--- config.mk ---
export PLATFORM = sky130hd
export DESIGN_NAME = tile_display_driver_flat
export DESIGN_NICKNAME = d
export VERILOG_FILES = /design/src/rtl/tile_display_pkg.sv /design/src/rtl/tile_display_driver_if.sv /design/src/rtl/vga_timing_gen.sv /design/src/rtl/tile_display_driver.sv /design/src/flat_wrapper.sv
export SDC_FILE = /design/constraint.sdc
export NUM_CORES = 1
export LEC_CHECK = 0
export CAP_MARGIN = 15
export CORE_MARGIN = 2
export CORE_UTILIZATION = 55
export CTS_CLUSTER_DIAMETER = 60
export CTS_CLUSTER_SIZE = 8
export DETAILED_ROUTE_END_ITERATION = 8
export PLACE_DENSITY = 0.74
export RECOVER_POWER = 100
export SYNTH_ARGS = -nofsm -noshare
export SYNTH_HDL_FRONTEND = slang
export SYNTH_SLANG_ARGS = --single-unit
--- constraint.sdc ---
create_clock -name clk -period 5.5 [get_ports clk]
set_clock_uncertainty 0.2 [all_clocks]
set_input_delay 0.825 -clock clk [delete_from_list [all_inputs] [get_ports clk]]
set_output_delay 0.825 -clock clk [all_outputs]
set_load 0.01 [all_outputs]
--- src/rtl/tile_display_pkg.sv ---
// Shared types and defaults for the tile-grid VGA display driver and its timing generator.
package tile_display_pkg;

  typedef struct packed {
    logic [3:0] r;
    logic [3:0] g;
    logic [3:0] b;
  } rgb444_t;

  // Per-pixel side information carried down the output delay line.
  typedef struct packed {
    logic hs;
    logic vs;
    logic act;
    logic grid;
    logic border;
    logic fs;
  } pix_flags_t;

  localparam int unsigned DEF_H_ACTIVE = 640;
  localparam int unsigned DEF_H_FP     = 16;
  localparam int unsigned DEF_H_SYNC   = 96;
  localparam int unsigned DEF_H_BP     = 48;
  localparam int unsigned DEF_V_ACTIVE = 480;
  localparam int unsigned DEF_V_FP     = 10;
  localparam int unsigned DEF_V_SYNC   = 2;
  localparam int unsigned DEF_V_BP     = 33;

  // Entry 15 is the leftmost element, entry 0 the rightmost.
  localparam logic [15:0][11:0] DEFAULT_PALETTE = {
    12'h444, 12'h808, 12'h088, 12'h880,
    12'h008, 12'h080, 12'h800, 12'h888,
    12'hf0f, 12'h0ff, 12'hff0, 12'h00f,
    12'h0f0, 12'hf00, 12'hfff, 12'h000
  };

endpackage

--- src/rtl/tile_display_driver_if.sv ---
// Video-side bundle of the tile display driver: memory read port, palette write port, DAC pins.
interface tile_display_driver_if;

  logic        pix_en;
  logic [15:0] color_address;
  logic [7:0]  color_data;
  logic        pal_we;
  logic [3:0]  pal_idx;
  logic [11:0] pal_rgb;
  logic [3:0]  red;
  logic [3:0]  green;
  logic [3:0]  blue;
  logic        hsync;
  logic        vsync;
  logic        video_active;
  logic        frame_start;

  modport master (
    input  pix_en, color_data, pal_we, pal_idx, pal_rgb,
    output color_address, red, green, blue, hsync, vsync, video_active, frame_start
  );

  modport slave (
    output pix_en, color_data, pal_we, pal_idx, pal_rgb,
    input  color_address, red, green, blue, hsync, vsync, video_active, frame_start
  );

endinterface

--- src/rtl/vga_timing_gen.sv ---
// Generic VGA h/v counters with raw (active-high) sync, visible-area flag and wrap strobes.
module vga_timing_gen
  import tile_display_pkg::*;
#(
  parameter int unsigned H_ACTIVE = DEF_H_ACTIVE,
  parameter int unsigned H_FP     = DEF_H_FP,
  parameter int unsigned H_SYNC   = DEF_H_SYNC,
  parameter int unsigned H_BP     = DEF_H_BP,
  parameter int unsigned V_ACTIVE = DEF_V_ACTIVE,
  parameter int unsigned V_FP     = DEF_V_FP,
  parameter int unsigned V_SYNC   = DEF_V_SYNC,
  parameter int unsigned V_BP     = DEF_V_BP,
  parameter int unsigned H_BITS   = $clog2(H_ACTIVE + H_FP + H_SYNC + H_BP + 1),
  parameter int unsigned V_BITS   = $clog2(V_ACTIVE + V_FP + V_SYNC + V_BP + 1)
) (
  input  logic              clk,
  input  logic              reset,
  input  logic              en,
  output logic [H_BITS-1:0] h,
  output logic [V_BITS-1:0] v,
  output logic              hsync_raw,
  output logic              vsync_raw,
  output logic              active,
  output logic              line_end,
  output logic              frame_end
);

  localparam int unsigned H_TOTAL = H_ACTIVE + H_FP + H_SYNC + H_BP;
  localparam int unsigned V_TOTAL = V_ACTIVE + V_FP + V_SYNC + V_BP;

  localparam logic [H_BITS-1:0] H_LAST   = H_BITS'(H_TOTAL - 1);
  localparam logic [H_BITS-1:0] H_VIS    = H_BITS'(H_ACTIVE);
  localparam logic [H_BITS-1:0] HS_START = H_BITS'(H_ACTIVE + H_FP);
  localparam logic [H_BITS-1:0] HS_END   = H_BITS'(H_ACTIVE + H_FP + H_SYNC);
  localparam logic [V_BITS-1:0] V_LAST   = V_BITS'(V_TOTAL - 1);
  localparam logic [V_BITS-1:0] V_VIS    = V_BITS'(V_ACTIVE);
  localparam logic [V_BITS-1:0] VS_START = V_BITS'(V_ACTIVE + V_FP);
  localparam logic [V_BITS-1:0] VS_END   = V_BITS'(V_ACTIVE + V_FP + V_SYNC);

  always_ff @(posedge clk) begin
    if (reset) begin
      h <= '0;
      v <= '0;
    end else if (en) begin
      if (h == H_LAST) begin
        h <= '0;
        if (v == V_LAST) v <= '0;
        else             v <= v + 1'b1;
      end else begin
        h <= h + 1'b1;
      end
    end
  end

  always_comb begin
    line_end  = (h == H_LAST);
    frame_end = (h == H_LAST) && (v == V_LAST);
    hsync_raw = (h >= HS_START) && (h < HS_END);
    vsync_raw = (v >= VS_START) && (v < VS_END);
    active    = (h < H_VIS) && (v < V_VIS);
  end

endmodule

--- src/rtl/tile_display_driver.sv ---
// VGA tile-grid driver: walks a GRID_W x GRID_H byte framebuffer, maps cells through a
// 16-entry palette and drives registered RGB444 with syncs delayed to match the pixel pipeline.
module tile_display_driver
  import tile_display_pkg::*;
#(
  parameter int unsigned H_ACTIVE    = DEF_H_ACTIVE,
  parameter int unsigned H_FP        = DEF_H_FP,
  parameter int unsigned H_SYNC      = DEF_H_SYNC,
  parameter int unsigned H_BP        = DEF_H_BP,
  parameter int unsigned V_ACTIVE    = DEF_V_ACTIVE,
  parameter int unsigned V_FP        = DEF_V_FP,
  parameter int unsigned V_SYNC      = DEF_V_SYNC,
  parameter int unsigned V_BP        = DEF_V_BP,
  parameter bit          SYNC_POL    = 1'b0,
  parameter int unsigned GRID_W      = 32,
  parameter int unsigned GRID_H      = 32,
  parameter int unsigned CELL        = 15,
  parameter int unsigned X_OFFSET    = 80,
  parameter logic [15:0] BASE_ADDR   = 16'h0200,
  parameter int unsigned MEM_LATENCY = 1,
  parameter bit          BORDER_EN   = 1'b1,
  parameter logic [11:0] BORDER_RGB  = 12'hfff
) (
  input logic                  clk,
  input logic                  reset,
  tile_display_driver_if.master bus
);

  localparam int unsigned H_TOTAL    = H_ACTIVE + H_FP + H_SYNC + H_BP;
  localparam int unsigned V_TOTAL    = V_ACTIVE + V_FP + V_SYNC + V_BP;
  localparam int unsigned H_BITS     = $clog2(H_TOTAL + 1);
  localparam int unsigned V_BITS     = $clog2(V_TOTAL + 1);
  localparam int unsigned L          = MEM_LATENCY + 2;
  localparam int unsigned GRID_PIX_W = GRID_W * CELL;
  localparam int unsigned GRID_PIX_H = GRID_H * CELL;
  localparam int unsigned SUB_BITS   = $clog2(CELL + 1);
  localparam int unsigned COL_BITS   = $clog2(GRID_W + 1);
  localparam int unsigned ROW_BITS   = $clog2(GRID_H + 1);

  localparam logic [H_BITS-1:0]   X_FIRST  = H_BITS'(X_OFFSET);
  localparam logic [H_BITS-1:0]   X_LAST   = H_BITS'(X_OFFSET + GRID_PIX_W - 1);
  localparam logic [H_BITS-1:0]   X_CLEAR  = H_BITS'((X_OFFSET == 0) ? (H_TOTAL - 1) : (X_OFFSET - 1));
  localparam logic [V_BITS-1:0]   Y_LAST   = V_BITS'(GRID_PIX_H - 1);
  localparam logic [SUB_BITS-1:0] SUB_LAST = SUB_BITS'(CELL - 1);
  localparam logic [COL_BITS-1:0] COL_LAST = COL_BITS'(GRID_W - 1);
  localparam logic [ROW_BITS-1:0] ROW_LAST = ROW_BITS'(GRID_H - 1);
  localparam logic [15:0]         ROW_STEP = 16'(GRID_W);

  localparam pix_flags_t FLAGS_IDLE = '{hs: ~SYNC_POL, vs: ~SYNC_POL, default: 1'b0};

  if (GRID_PIX_W + X_OFFSET > H_ACTIVE || GRID_PIX_H > V_ACTIVE) begin : g_geometry_check
    $error("tile_display_driver: tile grid does not fit inside the active area");
  end
  if (MEM_LATENCY < 1 || MEM_LATENCY > 4) begin : g_latency_check
    $error("tile_display_driver: MEM_LATENCY must be within 1..4");
  end

  logic [H_BITS-1:0] h;
  logic [V_BITS-1:0] v;
  logic              hsync_raw;
  logic              vsync_raw;
  logic              active;
  logic              line_end;
  logic              frame_end;

  vga_timing_gen #(
    .H_ACTIVE (H_ACTIVE),
    .H_FP     (H_FP),
    .H_SYNC   (H_SYNC),
    .H_BP     (H_BP),
    .V_ACTIVE (V_ACTIVE),
    .V_FP     (V_FP),
    .V_SYNC   (V_SYNC),
    .V_BP     (V_BP),
    .H_BITS   (H_BITS),
    .V_BITS   (V_BITS)
  ) u_timing (
    .clk       (clk),
    .reset     (reset),
    .en        (bus.pix_en),
    .h         (h),
    .v         (v),
    .hsync_raw (hsync_raw),
    .vsync_raw (vsync_raw),
    .active    (active),
    .line_end  (line_end),
    .frame_end (frame_end)
  );

  logic [SUB_BITS-1:0] sub_x;
  logic [SUB_BITS-1:0] sub_y;
  logic [COL_BITS-1:0] col;
  logic [ROW_BITS-1:0] row;
  logic [15:0]         row_base;
  logic                in_x;
  logic                in_y;
  pix_flags_t          cur;

  always_comb begin
    in_x       = (h >= X_FIRST) && (h <= X_LAST);
    in_y       = (v <= Y_LAST);
    cur        = FLAGS_IDLE;
    cur.hs     = hsync_raw ? SYNC_POL : ~SYNC_POL;
    cur.vs     = vsync_raw ? SYNC_POL : ~SYNC_POL;
    cur.act    = active;
    cur.grid   = in_x && in_y;
    cur.border = BORDER_EN && in_x && in_y &&
                 ((h == X_FIRST) || (h == X_LAST) || (v == '0) || (v == Y_LAST));
    cur.fs     = (h == '0) && (v == '0);
  end

  // Cell coordinates are tracked incrementally so that col/row always describe the
  // current h/v; the counters stop at the last cell instead of overflowing past the grid.
  always_ff @(posedge clk) begin
    if (reset) begin
      sub_x    <= '0;
      col      <= '0;
      sub_y    <= '0;
      row      <= '0;
      row_base <= '0;
    end else if (bus.pix_en) begin
      if (h == X_CLEAR) begin
        sub_x <= '0;
        col   <= '0;
      end else if (in_x) begin
        if (sub_x == SUB_LAST) begin
          sub_x <= '0;
          if (col != COL_LAST) col <= col + 1'b1;
        end else begin
          sub_x <= sub_x + 1'b1;
        end
      end
      if (frame_end) begin
        sub_y    <= '0;
        row      <= '0;
        row_base <= '0;
      end else if (line_end && in_y) begin
        if (sub_y == SUB_LAST) begin
          sub_y <= '0;
          if (row != ROW_LAST) begin
            row      <= row + 1'b1;
            row_base <= row_base + ROW_STEP;
          end
        end else begin
          sub_y <= sub_y + 1'b1;
        end
      end
    end
  end

  logic [15:0] addr_q;

  always_ff @(posedge clk) begin
    if (reset)                            addr_q <= BASE_ADDR;
    else if (bus.pix_en && in_x && in_y)  addr_q <= BASE_ADDR + row_base + 16'(col);
  end

  rgb444_t pal [16];

  always_ff @(posedge clk) begin
    if (reset) begin
      for (int unsigned i = 0; i < 16; i++) pal[i] <= rgb444_t'(DEFAULT_PALETTE[i]);
    end else if (bus.pal_we) begin
      pal[bus.pal_idx] <= rgb444_t'(bus.pal_rgb);
    end
  end

  pix_flags_t dly [L];
  rgb444_t    pix_rgb;
  rgb444_t    rgb_q;
  logic       frame_q;

  // dly[L-2] describes the pixel whose memory byte is on color_data this cycle,
  // so the colour chosen here lands on the pins together with dly[L-1].
  always_comb begin
    pix_rgb = pal[bus.color_data[3:0]];
    if (dly[L-2].border)                       pix_rgb = rgb444_t'(BORDER_RGB);
    else if (!dly[L-2].act || !dly[L-2].grid)  pix_rgb = '0;
  end

  always_ff @(posedge clk) begin
    if (reset) begin
      for (int unsigned i = 0; i < L; i++) dly[i] <= FLAGS_IDLE;
      rgb_q   <= '0;
      frame_q <= 1'b0;
    end else begin
      frame_q <= bus.pix_en && dly[L-2].fs;
      if (bus.pix_en) begin
        dly[0] <= cur;
        for (int unsigned i = 1; i < L; i++) dly[i] <= dly[i-1];
        rgb_q <= pix_rgb;
      end
    end
  end

  assign bus.color_address = addr_q;
  assign bus.red           = rgb_q.r;
  assign bus.green         = rgb_q.g;
  assign bus.blue          = rgb_q.b;
  assign bus.hsync         = dly[L-1].hs;
  assign bus.vsync         = dly[L-1].vs;
  assign bus.video_active  = dly[L-1].act;
  assign bus.frame_start   = frame_q;

endmodule

--- src/flat_wrapper.sv ---
// flat-port wrapper written by rule: the top's interface ports become plain ports
module tile_display_driver_flat import tile_display_pkg::*;
#(
  parameter int unsigned H_ACTIVE    = DEF_H_ACTIVE,
  parameter int unsigned H_FP        = DEF_H_FP,
  parameter int unsigned H_SYNC      = DEF_H_SYNC,
  parameter int unsigned H_BP        = DEF_H_BP,
  parameter int unsigned V_ACTIVE    = DEF_V_ACTIVE,
  parameter int unsigned V_FP        = DEF_V_FP,
  parameter int unsigned V_SYNC      = DEF_V_SYNC,
  parameter int unsigned V_BP        = DEF_V_BP,
  parameter bit          SYNC_POL    = 1'b0,
  parameter int unsigned GRID_W      = 32,
  parameter int unsigned GRID_H      = 32,
  parameter int unsigned CELL        = 15,
  parameter int unsigned X_OFFSET    = 80,
  parameter logic [15:0] BASE_ADDR   = 16'h0200,
  parameter int unsigned MEM_LATENCY = 1,
  parameter bit          BORDER_EN   = 1'b1,
  parameter logic [11:0] BORDER_RGB  = 12'hfff
)
  (clk, reset, bus_pix_en, bus_color_data, bus_pal_we, bus_pal_idx, bus_pal_rgb, bus_color_address, bus_red, bus_green, bus_blue, bus_hsync, bus_vsync, bus_video_active, bus_frame_start);
  tile_display_driver_if bus_i ();
  input logic clk;
  input logic reset;
  input wire logic [$bits(bus_i.pix_en)-1:0] bus_pix_en;
  input wire logic [$bits(bus_i.color_data)-1:0] bus_color_data;
  input wire logic [$bits(bus_i.pal_we)-1:0] bus_pal_we;
  input wire logic [$bits(bus_i.pal_idx)-1:0] bus_pal_idx;
  input wire logic [$bits(bus_i.pal_rgb)-1:0] bus_pal_rgb;
  output wire logic [$bits(bus_i.color_address)-1:0] bus_color_address;
  output wire logic [$bits(bus_i.red)-1:0] bus_red;
  output wire logic [$bits(bus_i.green)-1:0] bus_green;
  output wire logic [$bits(bus_i.blue)-1:0] bus_blue;
  output wire logic [$bits(bus_i.hsync)-1:0] bus_hsync;
  output wire logic [$bits(bus_i.vsync)-1:0] bus_vsync;
  output wire logic [$bits(bus_i.video_active)-1:0] bus_video_active;
  output wire logic [$bits(bus_i.frame_start)-1:0] bus_frame_start;
  assign bus_i.pix_en = bus_pix_en;
  assign bus_i.color_data = bus_color_data;
  assign bus_i.pal_we = bus_pal_we;
  assign bus_i.pal_idx = bus_pal_idx;
  assign bus_i.pal_rgb = bus_pal_rgb;
  assign bus_color_address = bus_i.color_address;
  assign bus_red = bus_i.red;
  assign bus_green = bus_i.green;
  assign bus_blue = bus_i.blue;
  assign bus_hsync = bus_i.hsync;
  assign bus_vsync = bus_i.vsync;
  assign bus_video_active = bus_i.video_active;
  assign bus_frame_start = bus_i.frame_start;
  tile_display_driver #(.H_ACTIVE(H_ACTIVE), .H_FP(H_FP), .H_SYNC(H_SYNC), .H_BP(H_BP), .V_ACTIVE(V_ACTIVE), .V_FP(V_FP), .V_SYNC(V_SYNC), .V_BP(V_BP), .SYNC_POL(SYNC_POL), .GRID_W(GRID_W), .GRID_H(GRID_H), .CELL(CELL), .X_OFFSET(X_OFFSET), .BASE_ADDR(BASE_ADDR), .MEM_LATENCY(MEM_LATENCY), .BORDER_EN(BORDER_EN), .BORDER_RGB(BORDER_RGB)) u_core (.clk(clk), .reset(reset), .bus(bus_i));
endmodule
## Word level (Yosys, flattened, before mapping)

Memories as Yosys holds them, arrays and structs flattened.
Cells that the tools add are included.
Widths: inputs -> output; s select.

- Register bits after elaboration: 85
- Memory bits (writable): 210
- Word-level logic and storage cells: 115
- Memories kept: 2

Memory list:

| name | depth | bits a word | rd ports | clocked after Yosys merged registers in | write ports | line | source |
|---|---|---|---|---|---|---|---|
| u_core.pal | 16 | 12 | 1 | 0 | 16 | tile_display_driver.sv:158 | `rgb444_t pal [16];` |
| u_core.dly | 3 | 6 | 3 | 0 | 3 | tile_display_driver.sv:168 | `pix_flags_t dly [L];` |

- Add/sub/neg operators: 9
- Order comparisons: 9
- Equality and inequality tests: 10
- Mux-type cells: 38
- Bitwise operators: 3
- Reductions and logical operators: 32

Operator list:

| operator | count |
|---|---|
| $mux 6 | 11 |
| $mux 16 | 4 |
| $mux 12 | 3 |
| $eq 10x10->1 const B | 3 |
| $mux 4 | 7 |
| $add 10x1->10 const B | 2 |
| $eq 10x7->1 const B | 2 |
| $logic_not 10->1 | 2 |
| $lt 10x10->1 const B | 2 |
| $lt 10x9->1 const B | 2 |
| $mux 10 | 2 |
| $add 10x16->16 const A | 1 |
| $add 16x6->16 | 1 |
| $add 16x6->16 const B | 1 |
| $add 6x1->6 const B | 2 |
| $logic_and 1x1->1 | 12 |
| $ne 6x5->1 const B | 2 |
| $reduce_bool 2->1 | 6 |
| $reduce_or 12->1 | 1 |
| $mux 1 | 11 |
| $eq 10x9->1 const B | 1 |
| $ge 10x10->1 const B | 1 |
| $ge 10x7->1 const B | 1 |
| $ge 10x9->1 const B | 1 |
| other kinds (9) | 20 |

## Depth between registers and ports, before layout

Gate-level depths: netlist (run 1).

- Depth after elaboration: 6
- Depth in mapped cells: 9
- Gate-level depth less buffers: 7

## Hierarchy

From an unflattened synthesis (run 1), not the netlist that was laid out.

- Cell total of the unflattened synthesis: 1105
- Area total of the unflattened synthesis: 13526.7 sq um

Modules (own cells, without submodules):

| module | times used | cells an instance | area an instance (sq um) | sequential area each (sq um) |
|---|---|---|---|---|
| tile_display_driver | 1 | 974 | 12349.3 | 7417.1 |
| vga_timing_gen | 1 | 131 | 1177.4 | 400.4 |

## Least setup slack after synthesis (run 1)

OpenSTA, ideal clock, no wires.

- Kind: input -> register
- Start point: input port reset
- End point: memory u_core.pal[4][0] (netlist bit) (enable)
- Setup time: 0.321 ns
- Arrival: 2.026 ns
- Path slack: 2.952 ns
- Cell stages on the path: 5
- Path buffers: 1
- Path through: nand2b_1 > or3_1 > clkbuf_1 > nor2_1 > or2_2

RTL lines:

| item | line | source |
|---|---|---|
| from (decl) | flat_wrapper.sv:25 | `input logic reset;` |
| to (decl) | tile_display_driver.sv:158 |  |

## Worst setup path after layout (run 1)

- Start point: input port bus_pix_en
- End point: register u_core.row_base[9]

- Longest elaborated chain between the ends: 1

Ends and longest elaborated chain:

| item | line | source |
|---|---|---|
| from (decl) | flat_wrapper.sv:26 | `input wire logic [$bits(bus_i.pix_en)-1:0] bus_pix_en;` |
| $reduce_and 4->1 (no line) | - |  |
| to (signal assigned) | tile_display_driver.sv:142 | `row_base <= row_base + ROW_STEP;` |
| to (decl) | tile_display_driver.sv:94 | `logic [15:0] row_base;` |

Every way passes these cells.
A chain may end at the register's enable or synchronous reset.

==> results of run 1 <==
## kinds of logic after synthesis
family | after synthesis
AND/OR/NAND/NOR | 473
flip-flops | 287
XOR/XNOR | 26
multiplexers | 76
adder cells (fa/ha/maj) | 13
buffers and inverters | 91
AO/OA/AOI/OAI | 115
## metrics by stage
step	setup WS, ns	hold WS [ns]	power [mW]	area, um2	instances
final	1.78	0.252	5.02	15200	1455
after global routing	1.47	0.278	5.16	15200	1455
after CTS	2.42	0.260	5.06	15300	1455
after detailed placement	1.88	0.246	2.78	14100	1392
after global placement	1.93	0.243	2.77	14100	1392
after floorplan	2.95	0.220	2.66	13400	1081
## power by group
| part | leakage (nW) | switching [mW] | total (mW) | internal [mW] |
|---|---|---|---|---|
| combinational | 1.91 | 0.171 | 0.284 | 0.113 |
| clock | 0.557 | 0.893 | 2.29 | 1.40 |
| sequential | 2.66 | 0.0302 | 2.45 | 2.42 |
| total | 5.12 | 1.09 | 5.02 | 3.93 |
## synth_stat cells, types with 17 or more instances
library cell  number  share of area (%)
nand3_1           24               0.90
nand2_1           75                2.1
and2_1           138                6.4
mux2i_1           25                1.9
or2_2             28                1.3
nor2_1            63                1.8
clkbuf_1          65                1.8
or3_1             55                2.6
edfxtp_1         207                 46
mux4_2            48                8.1
dfxtp_1           80                 12
nand4_1           17               0.79
a21oi_1           25               0.93
## final cells by class
type	instances	area, um2	area share [%]
multi-input combinational	703	5200	34.2
sequential	287	7820	51.3
inverter	9	33.8	0.222
clock inverter	2	36.3	0.238
tap	324	405	2.66
timing repair buffer	69	606	3.98
clock buffer	61	1120	7.37
## critical path, stage by stage
cell and delay [ns]:
dlygate4sd3_1 0.52, clkbuf_1 0.68, or4b_1 0.55, nor4_4 0.43, and2_0 0.49, a41oi_1 0.18, a311oi_1 0.25
## worst min path at each step
stage,to,slack [ns],cells past startpoint
4_1_cts,u_core.bus.color_address[2],0.26,2
5_1_grt,u_core.bus.color_address[5],0.28,2
3_5_place_dp,u_core.bus.color_address[2],0.25,2
6_report,u_core.bus.color_address[2],0.25,2
2_1_floorplan,u_core.bus.frame_start,0.22,1
3_3_place_gp,u_core.bus.color_address[4],0.24,2
## state kept, by name, indices dropped and copies added, names as in the netlist
name / cells
u_core.bus.blue: 4
u_core.bus.color_address: 16
u_core.bus.frame_start: 1
u_core.bus.green: 4
u_core.bus.red: 4
u_core.col: 6
u_core.dly: 15
u_core.pal: 192
u_core.row: 6
u_core.row_base: 11
u_core.sub_x: 4
u_core.sub_y: 4
u_core.u_timing.h: 10
u_core.u_timing.v: 10
## metal layers
layer	GRT usage (%)	vias up
met5	0	-
met4	10.0	0
met3	3.90	65
met2	40.1	237
met1	30.8	4194
li1	-	4047
## layout by cell type (no fill, tap or decap), types with 17 or more instances in the layout
cell type / count
edfxtp_1: 207
and2_0: 90
dfxtp_1: 80
nand2_1: 75
nor2_1: 63
or3_1: 55
and2_1: 48
mux4_2: 48
clkbuf_16: 42
dlygate4sd3_1: 36
clkbuf_1: 29
a21oi_1: 25
mux2i_1: 25
nand3_1: 24
nand4_1: 17
==> impl_metrics.toml, run 1 <==
[run_status]
status = "completed"

[clocking]
cts.sinks = 287
cts_tree = "built"
htreeDepth = 2
ctsHoldBuffers = 0
cts-buffers-inserted = 41
cts.path.max_buffers = 3
clock_latency_ns = 0.54
cts-resized-gates = 0
root_buffer = "clkbuf_16"
post_cts_buffers = 0
path_clk_slew_ns = 0.05

[synthesis]
synth_edf_count = 207
ys_seq_area_share_pct = 58.3
syn_nets = 1122
syn_area_mm2 = 0.0134
synthAdderAreaFrac_pct = 1.21
syn_area_per_cell_um2 = 12.4
synth_top_family_by_area = "simple AND/OR/NAND/NOR gates"
yosys.area_share.simple_pct = 19.9
synth-async-reset-ratio_pct = 0
synth_seq_cells = 287
muxShareOfSynthArea_pct = 10.2
synthCells = 1081
synth_compound_area_share_pct = 6.05
synth_ff_type = "edfxtp_1"
yosys_warnings = 0
ys_types = 57
yosys.area_share.xor_xnor_pct = 1.70

[timing]
worst_slew_pin_slew_ns = 1.09
rsz0062_at_grt = "false"
maxSlewViolCount = 0
max_slew_margin_pct = 26.8
setup_viol = 0
finalSetupTns_ns = 0
period_share_pct = 67.6
min_period_ns = 3.72
hold_violations = 0
clock.fmax_ghz = 0.269

[hold_path]
hp-start = "u_core.bus.color_address[2]"
worstHoldPathType = "register to register"

[placement]
io_buffers = 55
gp_congestion = 0.785
hpwl_um = 18500

[worst_setup_path]
crit_type = "input port to register"
rr_worst_depth = 6
cp-startpoint = "bus_pix_en"
end_kind = "register"
start_kind = "input port"
cp_max_fo = 20
cp_data_arrival_time_ns = 3.94
crit_end = "u_core.row_base[9]"
worstReg2RegEnd = "u_core.u_timing.v[8]"
r2r_start = "u_core.u_timing.h[0]"
rrSetupSlack_ns = 1.85
required_ns = 5.73

[detailed_routing]
vias = 8543
totalWireLength_um = 29900
drt_iter0_drc = 607
viasPerCell = 5.87
dr_wl_met3_um = 1420
wl_met1_um = 12600
highest_layer = "met4"
wl_per_cell_um = 20.5
wl_met2_um = 14900
antenna_left = 0
drt-pass1-iter-count = 5
drc = 0

[pwr]
p_per_area_mw_per_mm2 = 330
ir_worst_vdd_v = 0.000363
p_leak_nw = 5.12

[die]
core_area_mm2 = 0.0241
rows = 57
initial_core_util_pct = 55.7
io-pin-count = 60
die_x_um = 160
fp.dieH_um = 160
die-area_mm2 = 0.0257

[global_routing]
grt_overflow = 0
grt_first_pass_wirelength_um = 47100
grt_pass1_vias = 8635
grt_max_degree = 83
grt_use_total_pct = 23.8
antenna_found_initial = 0

[job]
maxCapViolCount = 0

[cells_and_area]
n_antenna_cell = 0
drive_gt1_share_pct = 10.6
post-route-util_pct = 63.2
nets = 1152
syn_to_final_growth_pct = 13.5
fillerInstances = 1883
(Power assumes the default switching activity.)
==> run 2, diff against run 1 <==
clock period = 3.8 ns   (was 5.5 ns; I/O delays follow)
==> run 2 against run 1 <==
- power grew 46%
- global-route usage rose by 0.092 points
- critical endpoint is now u_core.pal[13][7]
- highest routed layer unchanged
- die area did not move
- critical path type unchanged
- sequential share of layout area fell by 0.37 points
- largest cell class unchanged
- combinational power is 46% higher
- final area up 0.73%
==> impl_metrics.toml, run 2 (same netlist as run 1, synthesis figures left out) <==
[worst_setup_path]
start_kind = "input port"
rrSetupSlack_ns = 0.70
cp.depth = 8
path_buf_inv = 3
cp_max_fo = 15
cp_slowest_cell = "or2_0"
max_stage_delay_ns = 0.82
crit_family = "buffers and inverters"
rr_worst_depth = 6
cp_data_arrival_time_ns = 3.15
crit_end = "u_core.pal[13][7]"
worstReg2RegEnd = "u_core.sub_y[1]"
required_ns = 3.75
crit_type = "input port to register"
path_cells = "dlygate4sd3_1 > nand2b_1 > nor2_1 > nand2_1 > clkbuf_1 > nor2_1 > clkbuf_1 > or2_0"
cp-startpoint = "bus_pal_we"
r2r_start = "u_core.u_timing.h[0]"
end_kind = "register"

[run_status]
status = "completed"

[die]
rows = 57
io-pin-count = 60
initial_core_util_pct = 55.7
core_area_mm2 = 0.0241
die-area_mm2 = 0.0257
die_x_um = 160
fp.dieH_um = 160

[timing]
worst_slew_pin_slew_ns = 1.04
maxSlewViolCount = 0
clock.fmax_ghz = 0.312
hold_violations = 0
min_period_ns = 3.20
finalSetupTns_ns = 0
fin_ws_ns = 0.595
setup_viol = 0
max_slew_margin_pct = 30.6
rsz0062_at_grt = "false"
period_share_pct = 84.3

[cells_and_area]
largest_register = "u_core.pal"
layout_common_cells = "edfxtp_1 (207), and2_0 (89), dfxtp_1 (80)"
nets = 1164
syn_to_final_growth_pct = 14.3
final_cells = 1477
largest_register_ffs = 192
drive_gt1_share_pct = 11.0
final_common_cell = "edfxtp_1"
n_antenna_cell = 0

[clocking]
post_cts_buffers = 0
cts-resized-gates = 0
cts-buffers-inserted = 41
ctsHoldBuffers = 0
root_buffer = "clkbuf_16"
cts_tree = "built"
path_clk_slew_ns = 0.05
htreeDepth = 2
clock_latency_ns = 0.53
cts.path.max_buffers = 3
cts.sinks = 287

[global_routing]
grt_pass1_vias = 8567
antenna_found_initial = 0
grt_use_total_pct = 23.9
grt_max_degree = 83
grt_overflow = 0
grt_first_pass_wirelength_um = 47100

[placement]
gp_congestion = 0.809
pre_cts_slack_ns = 0.675
io_buffers = 55
placed_cells = 1404
hpwl_um = 19400

[hold_path]
worstHoldPathType = "register to register"

[detailed_routing]
drc = 0
wl_per_cell_um = 20.3
drt_iter0_drc = 609
totalWireLength_um = 30000
viasPerCell = 5.84
vias = 8626
antenna_left = 0
drt-pass1-iter-count = 5

[pwr]
p_leak_nw = 5.17
ir_worst_vdd_v = 0.000382
p_per_area_mw_per_mm2 = 478

[job]
maxCapViolCount = 0
==> run 2: cell count changes in the layout (fill, tap and decap cells not counted), sizes merged <==
cell           before  now
clkbuf             71   88
buf                 7   12
clkdlybuf4s50      16   15
dlygate4sd3        36   37
==> run 2: metal layers <==
metal | vias up | share of wire, % | track usage (%)
met5 | - | 0 | 0
met4 | 0 | 2.6 | 7.86
met3 | 60 | 5.6 | 3.48
met2 | 259 | 50 | 40.4
met1 | 4219 | 42 | 32.1
li1 | 4088 | - | -
==> run 2: how the worst min path moves through the flow <==
| stage | from | endpoint | slack, ns | cells past startpoint |
|---|---|---|---|---|
| floorplan | u_core.dly[0][6] | u_core.bus.frame_start | 0.22 | 1 |
| global placement | u_core.bus.color_address[3] | u_core.bus.color_address[3] | 0.24 | 2 |
| detailed placement | u_core.dly[0][6] | u_core.bus.frame_start | 0.24 | 1 |
| CTS | u_core.dly[0][6] | u_core.bus.frame_start | 0.25 | 1 |
| global route | u_core.bus.color_address[2] | u_core.bus.color_address[2] | 0.27 | 2 |
| finish | u_core.dly[0][6] | u_core.bus.frame_start | 0.25 | 1 |
==> run 2: per-stage QoR <==
stage,total power [mW],utilization (%),hold slack [ns],area (um2)
floorplan,3.85,-,0.220,13400
global placement,4.01,59.0,0.242,14200
detailed placement,4.03,59.0,0.236,14200
CTS,7.39,64.0,0.246,15400
global route,7.55,63.6,0.267,15300
finish,7.33,63.6,0.246,15300
==> run 2: area by class of cell <==
cell class                 count  area (um2)
clock buffer                  71        1160
clock inverter                 2        36.3
fill                        1922        8770
inverter                       9        33.8
multi-input combinational    703        5220
sequential                   287        7820
tap                          324         405
timing repair buffer          81         669
==> run 2: worst reg2reg max path, stage by stage (launching register included) <==
cell and delay [ns]:
dfxtp_1 0.39, ha_1 0.23, nand4b_1 0.31, nor4_4 0.55, o211ai_1 0.53, or4b_1 0.66, a21oi_1 0.15
==> run 2: where the power goes <==
| part | internal [mW] | leakage (nW) | switching (mW) |
|---|---|---|---|
| clock network | 2.06 | 0.568 | 1.31 |
| logic | 0.167 | 1.95 | 0.247 |
| registers | 3.50 | 2.66 | 0.0439 |
